==> config.mk <==
export PLATFORM = sky130hd
export DESIGN_NAME = sc_strobe_responder
export DESIGN_NICKNAME = d
export VERILOG_FILES = /design/src/rtl/sc_strobe_responder.sv
export SDC_FILE = /design/constraint.sdc
export NUM_CORES = 1
export LEC_CHECK = 0
export BUFFER_PORTS_ARGS = -buffer_cell sky130_fd_sc_hd__buf_2
export CAP_MARGIN = 5
export CORE_MARGIN = 2
export CORE_UTILIZATION = 41
export DETAILED_ROUTE_END_ITERATION = 16
export PLACE_DENSITY = 0.7
export SYNTH_ARGS = -nofsm -noshare
export SYNTH_HDL_FRONTEND = slang
export SYNTH_SLANG_ARGS = --single-unit
==> constraint.sdc <==
create_clock -name SC_STATEMACHINE_CLOCK_50 -period 3.8 [get_ports SC_STATEMACHINE_CLOCK_50]
set_input_delay 0.57 -clock SC_STATEMACHINE_CLOCK_50 [delete_from_list [all_inputs] [get_ports SC_STATEMACHINE_CLOCK_50]]
set_output_delay 0.57 -clock SC_STATEMACHINE_CLOCK_50 [all_outputs]
set_load 0.1 [all_outputs]
==> src/rtl/sc_strobe_responder.sv <==
// Strobe responder: accepts active-low clear/load strobes, acknowledges, then holds busy for HOLD_CYCLES.
// Latency: outputs update one edge after the strobe; strobes arriving while busy are dropped and flag overrun.
module sc_strobe_responder #(
    parameter int DATAWIDTH_BUS = 8,
    parameter int HOLD_CYCLES   = 4
) (
    input  logic                     SC_STATEMACHINE_CLOCK_50,
    input  logic                     SC_STATEMACHINE_RESET_InHigh,
    input  logic                     SC_STROBE_RESPONDER_clear_InLow,
    input  logic                     SC_STROBE_RESPONDER_load_InLow,
    input  logic [DATAWIDTH_BUS-1:0] SC_STROBE_RESPONDER_data_InBUS,
    output logic [DATAWIDTH_BUS-1:0] SC_STROBE_RESPONDER_data_OutBUS,
    output logic [7:0]               SC_STROBE_RESPONDER_loadcount_OutBUS,
    output logic                     SC_STROBE_RESPONDER_ack_OutLow,
    output logic                     SC_STROBE_RESPONDER_busy_OutHigh,
    output logic                     SC_STROBE_RESPONDER_overrun_OutHigh
);

    typedef enum logic [2:0] {
        IDLE  = 3'd0,
        CLEAR = 3'd1,
        LOAD  = 3'd2,
        ACK   = 3'd3,
        HOLD  = 3'd4
    } state_t;

    localparam logic [3:0] HOLD_INIT = 4'(HOLD_CYCLES);

    state_t                   state;
    logic [DATAWIDTH_BUS-1:0] stagingData;
    logic [3:0]               holdCount;
    logic                     strobeSeen;

    assign strobeSeen = !SC_STROBE_RESPONDER_clear_InLow || !SC_STROBE_RESPONDER_load_InLow;

    // ack/busy are registered alongside the state so they always equal a decode of it.
    always_ff @(posedge SC_STATEMACHINE_CLOCK_50 or posedge SC_STATEMACHINE_RESET_InHigh) begin
        if (SC_STATEMACHINE_RESET_InHigh) begin
            state                                <= IDLE;
            stagingData                          <= '0;
            holdCount                            <= '0;
            SC_STROBE_RESPONDER_data_OutBUS      <= '0;
            SC_STROBE_RESPONDER_loadcount_OutBUS <= '0;
            SC_STROBE_RESPONDER_ack_OutLow       <= 1'b1;
            SC_STROBE_RESPONDER_busy_OutHigh     <= 1'b0;
            SC_STROBE_RESPONDER_overrun_OutHigh  <= 1'b0;
        end else begin
            case (state)
                IDLE: begin
                    if (!SC_STROBE_RESPONDER_clear_InLow) begin
                        state                            <= CLEAR;
                        SC_STROBE_RESPONDER_busy_OutHigh <= 1'b1;
                        // A load arriving with the clear is dropped; CLEAR exit wipes the flag again.
                        if (!SC_STROBE_RESPONDER_load_InLow)
                            SC_STROBE_RESPONDER_overrun_OutHigh <= 1'b1;
                    end else if (!SC_STROBE_RESPONDER_load_InLow) begin
                        state                            <= LOAD;
                        stagingData                      <= SC_STROBE_RESPONDER_data_InBUS;
                        SC_STROBE_RESPONDER_busy_OutHigh <= 1'b1;
                    end
                end
                CLEAR: begin
                    state                                <= ACK;
                    SC_STROBE_RESPONDER_ack_OutLow       <= 1'b0;
                    SC_STROBE_RESPONDER_data_OutBUS      <= '0;
                    SC_STROBE_RESPONDER_loadcount_OutBUS <= '0;
                    SC_STROBE_RESPONDER_overrun_OutHigh  <= strobeSeen;
                end
                LOAD: begin
                    state                                <= ACK;
                    SC_STROBE_RESPONDER_ack_OutLow       <= 1'b0;
                    SC_STROBE_RESPONDER_data_OutBUS      <= stagingData;
                    SC_STROBE_RESPONDER_loadcount_OutBUS <= SC_STROBE_RESPONDER_loadcount_OutBUS + 8'd1;
                    if (strobeSeen)
                        SC_STROBE_RESPONDER_overrun_OutHigh <= 1'b1;
                end
                ACK: begin
                    SC_STROBE_RESPONDER_ack_OutLow <= 1'b1;
                    if (strobeSeen)
                        SC_STROBE_RESPONDER_overrun_OutHigh <= 1'b1;
                    if (HOLD_INIT != 4'd0) begin
                        state     <= HOLD;
                        holdCount <= HOLD_INIT;
                    end else begin
                        state                            <= IDLE;
                        SC_STROBE_RESPONDER_busy_OutHigh <= 1'b0;
                    end
                end
                HOLD: begin
                    if (strobeSeen)
                        SC_STROBE_RESPONDER_overrun_OutHigh <= 1'b1;
                    if (holdCount <= 4'd1) begin
                        state                            <= IDLE;
                        holdCount                        <= '0;
                        SC_STROBE_RESPONDER_busy_OutHigh <= 1'b0;
                    end else begin
                        holdCount <= holdCount - 4'd1;
                    end
                end
                default: begin
                    state                            <= IDLE;
                    holdCount                        <= '0;
                    SC_STROBE_RESPONDER_ack_OutLow   <= 1'b1;
                    SC_STROBE_RESPONDER_busy_OutHigh <= 1'b0;
                end
            endcase
        end
    end

endmodule

==> results.md <==
* Status: completed
* Placement Cell Area at 0.00178 mm²
* Internal reg-to-reg setup slack at 1740 ps
* Number of violations reported at the end of detailed-routing iteration 0 at 43
* Average via count per standard cell at 5.58
* Fraction of registers with async set/reset at 100%
* Number of gates resized after CTS at 0
* Gate count after technology mapping at 140
* GRT met3 Usage at 5.41%
* Unrepaired setup endpoints after global routing: false
* Unique masters post-synth at 39
* Area of all placed cells without fillers at 0.00187 mm²
* Clock insertion delay at the later pin of the skew report at 290 ps
* Routed wire per std cell at 14.4 µm
* Vias in the first global route at 1245
* Initial core utilization at 43.1%
* TritonRoute pass-1 iters at 4
* Total instance count after detailed placement at 211
* Number of placement rows at 22
* Worst Path Max Fanout at 28
* Aggregate routed wire length at 3160 µm
* Transition at the pin with the smallest max-transition slack at 996 ps
* Maximum root-to-sink buffer count at 2
* Synthesis-to-layout area growth at 17.0%
* Worst-case clock skew at 8.70 ps
* Internal portion of total power at 0.895 mW
* GR met2 Demand/Resource at 27.5%
* CTS Sinks at 34
* Met1 routing resource usage after global routing at 17.6%
* Worst Setup Slack, final at 1740 ps
* Most Used Layer, Global Route: met2
* Number of vias in the routed layout at 1222
* Total overflow reported by the global router at 0
* Warning count from the yosys run at 0
* Net Sw Frac at 50.2%
* Total Neg Setup Slack at 0 ps
* Post-synth top flop: sky130_fd_sc_hd__dfrtp_1
* Fin. Hold Viols at 0
* Worst min path class: primary input to async pin
* Total core area at 0.00372 mm²
* Buffers inserted during post-CTS setup optimization at 0
* Part of the total power dissipated in combinational logic at 48.5%
* Quantity of I/O buffers inserted on ports at 30
* Syn_area_per_cell at 11.4 µm²
* Clock transition at the register clock pins on the worst setup and hold paths after CTS at 70 ps
* Startpoint of the most critical register-to-register path: state[2]
* Leading cell type in the layout, fill and taps excluded: sky130_fd_sc_hd__dfrtp_1
* DP Worst Slack at 1780 ps
* IO Pins at 31
* Depth of the worst register-to-register path at 3
* Required time of the critical path at 4000 ps
* Die span in y at 66.5 µm
* Final cycle utilization of the critical path at 54.2%
* Terminus of the critical flop-to-flop path: SC_STROBE_RESPONDER_loadcount_OutBUS[4]
* Area occupied by multi-input gates at 687 µm²
* Critical Path AT at 2260 ps
* Tot GR Track Use at 16.0%
* Nature of the critical path startpoint: flip-flop
* Power per Cell Area at 959 mW/mm²
* Area of the mapped netlist at 0.00160 mm²
* Standby leakage power at 0.873 nW
* Final worst hold slack at 360 ps
* TritonCTS clock tree: built
* Critical Setup Path Class: flip-flop to flip-flop
* Max Fclk at 0.485 GHz
* Antenna violations before repair at 0
* Fill count at 345
* Share of the synthesized area in the top cell type at 51.6%
* Number of enable-type register cells in the synthesized netlist at 0
* Switching power summed over all nets at 0.903 mW
* Setup violators final at 0
* Share of final-layout standard cells stronger than drive strength 1 at 30.4%
* Die W at 66.5 µm
* Max-Cap Viols at 0
* Register bit total from synthesis at 34
* Combined flip-flop and latch cell area at 852 µm²
* Post-route insts no fill at 219
* Highest-count cells in the layout ignoring fill and taps: sky130_fd_sc_hd__dfrtp_1 (33), sky130_fd_sc_hd__buf_2 (30), sky130_fd_sc_hd__a22o_1 (10)
* Count of nets after finishing at 185
* Cell types occupying the most area after synthesis: sky130_fd_sc_hd__dfrtp_1 (52%), sky130_fd_sc_hd__mux2_2 (5.6%), sky130_fd_sc_hd__a22o_1 (5.5%)
* TritonCTS Buffers at 5
* Post-synthesis cell type with the largest combined area: sky130_fd_sc_hd__dfrtp_1
* Sequential-to-total area share from yosys stat at 53.2%
* Post-layout minimum cycle time at 2060 ps
* Hold-fix buffers at CTS at 0
* Critical Path Sink Type: flip-flop
* Register share of total power at 36.1%
* Global placement routability congestion at 0.772
* Pin count of the biggest net entering global routing at 35
* Clock Power Share at 15.4%
* DP HPWL at 2200 µm
* Max Transition Viols Final at 0
* H-tree depth reported by CTS at 2
* Remaining antenna violation count at 0
* IR drop worst, VDD at 0.488 mV
* Global-route wire length before repair at 5260 µm
* DRC violations left at 0
* Relative slew margins at 33.3%
* Antenna fix cells at 0
* Cell at the root of the clock tree: sky130_fd_sc_hd__clkbuf_8
* Die ar. at 0.00442 mm²
* Synth Net Count at 155
-- final cells by class --
type                            instances  area share, %
Multi-Input combinational cell         92           36.6
Clock buffer                            6           4.41
Sequential cell                        34           45.5
Inverter                                6           1.20
Timing Repair Buffer                   31           8.41
Tap cell                               48           3.20
Clock inverter                          2          0.668
-- worst max-delay path by stage --
stage | from | end | slack [ps] | cells after the start
CTS | state[2] | SC_STROBE_RESPONDER_loadcount_OutBUS[4] | 1760 | 3
detailed placement | state[2] | SC_STROBE_RESPONDER_loadcount_OutBUS[4] | 1780 | 3
floorplan | SC_STROBE_RESPONDER_loadcount_OutBUS[1] | SC_STROBE_RESPONDER_loadcount_OutBUS[4] | 1910 | 4
finish | state[2] | SC_STROBE_RESPONDER_loadcount_OutBUS[4] | 1740 | 3
global placement | state[2] | SC_STROBE_RESPONDER_loadcount_OutBUS[3] | 1850 | 3
global route | state[2] | SC_STROBE_RESPONDER_loadcount_OutBUS[4] | 1610 | 3
-- Yosys cell counts (4+ instances only) --
| library cell | instances |
|---|---|
| sky130_fd_sc_hd__a21oi_1 | 4 |
| sky130_fd_sc_hd__a22o_1 | 10 |
| sky130_fd_sc_hd__clkbuf_1 | 5 |
| sky130_fd_sc_hd__dfrtp_1 | 33 |
| sky130_fd_sc_hd__inv_1 | 6 |
| sky130_fd_sc_hd__mux2_2 | 8 |
| sky130_fd_sc_hd__nand2_1 | 4 |
| sky130_fd_sc_hd__nand3_1 | 5 |
| sky130_fd_sc_hd__nor2_1 | 7 |
| sky130_fd_sc_hd__o21ai_0 | 9 |
| sky130_fd_sc_hd__o31ai_1 | 4 |
-- cells by family after synthesis --
kind of cell	share of synthesized area, %
AO/OA/AOI/OAI	19.7
AND/OR/NAND/NOR	13.4
multiplexers	6.88
adder cells (fa/ha/maj)	2.34
flip-flops	53.2
XOR/XNOR	0.547
buffers and inverters	3.91
-- worst max-delay path, stage by stage (launching register included) --
cell	delay, ps
sky130_fd_sc_hd__dfrtp_1	680
sky130_fd_sc_hd__nor3b_2	930
sky130_fd_sc_hd__a211oi_1	170
sky130_fd_sc_hd__o2bb2ai_1	200
-- per-stage QoR --
step | power [mW] | util (%)
final | 1.80 | 50.4
after global routing | 1.90 | 50.4
after CTS | 1.81 | 50.4
after detailed placement | 1.52 | 47.9
after global placement | 1.50 | 47.9
after floorplan | 1.38 | -
-- state kept, by name, summed over array words and instances (netlist names) --
name,flops
SC_STROBE_RESPONDER_loadcount_OutBUS,8
SC_STROBE_RESPONDER_busy_OutHigh,1
state,3
stagingData,8
holdCount,4
SC_STROBE_RESPONDER_ack_OutLow,1
SC_STROBE_RESPONDER_data_OutBUS,8
SC_STROBE_RESPONDER_overrun_OutHigh,1
-- power by group through the flow --
stage	sequential (mW)	clock, mW	combinational, mW
2_1_floorplan	0.940	0	0.441
3_3_place_gp	0.644	0	0.854
3_5_place_dp	0.651	0	0.874
4_1_cts	0.646	0.286	0.873
5_1_grt	0.669	0.298	0.931
6_report	0.649	0.276	0.872
-- layer usage --
metal,share of wire (%),up-vias
li1,-,587
met1,44,592
met2,49,39
met3,6.0,4
met4,1.0,0
met5,0,-
Note: power is estimated with default switching activity, not from simulation.
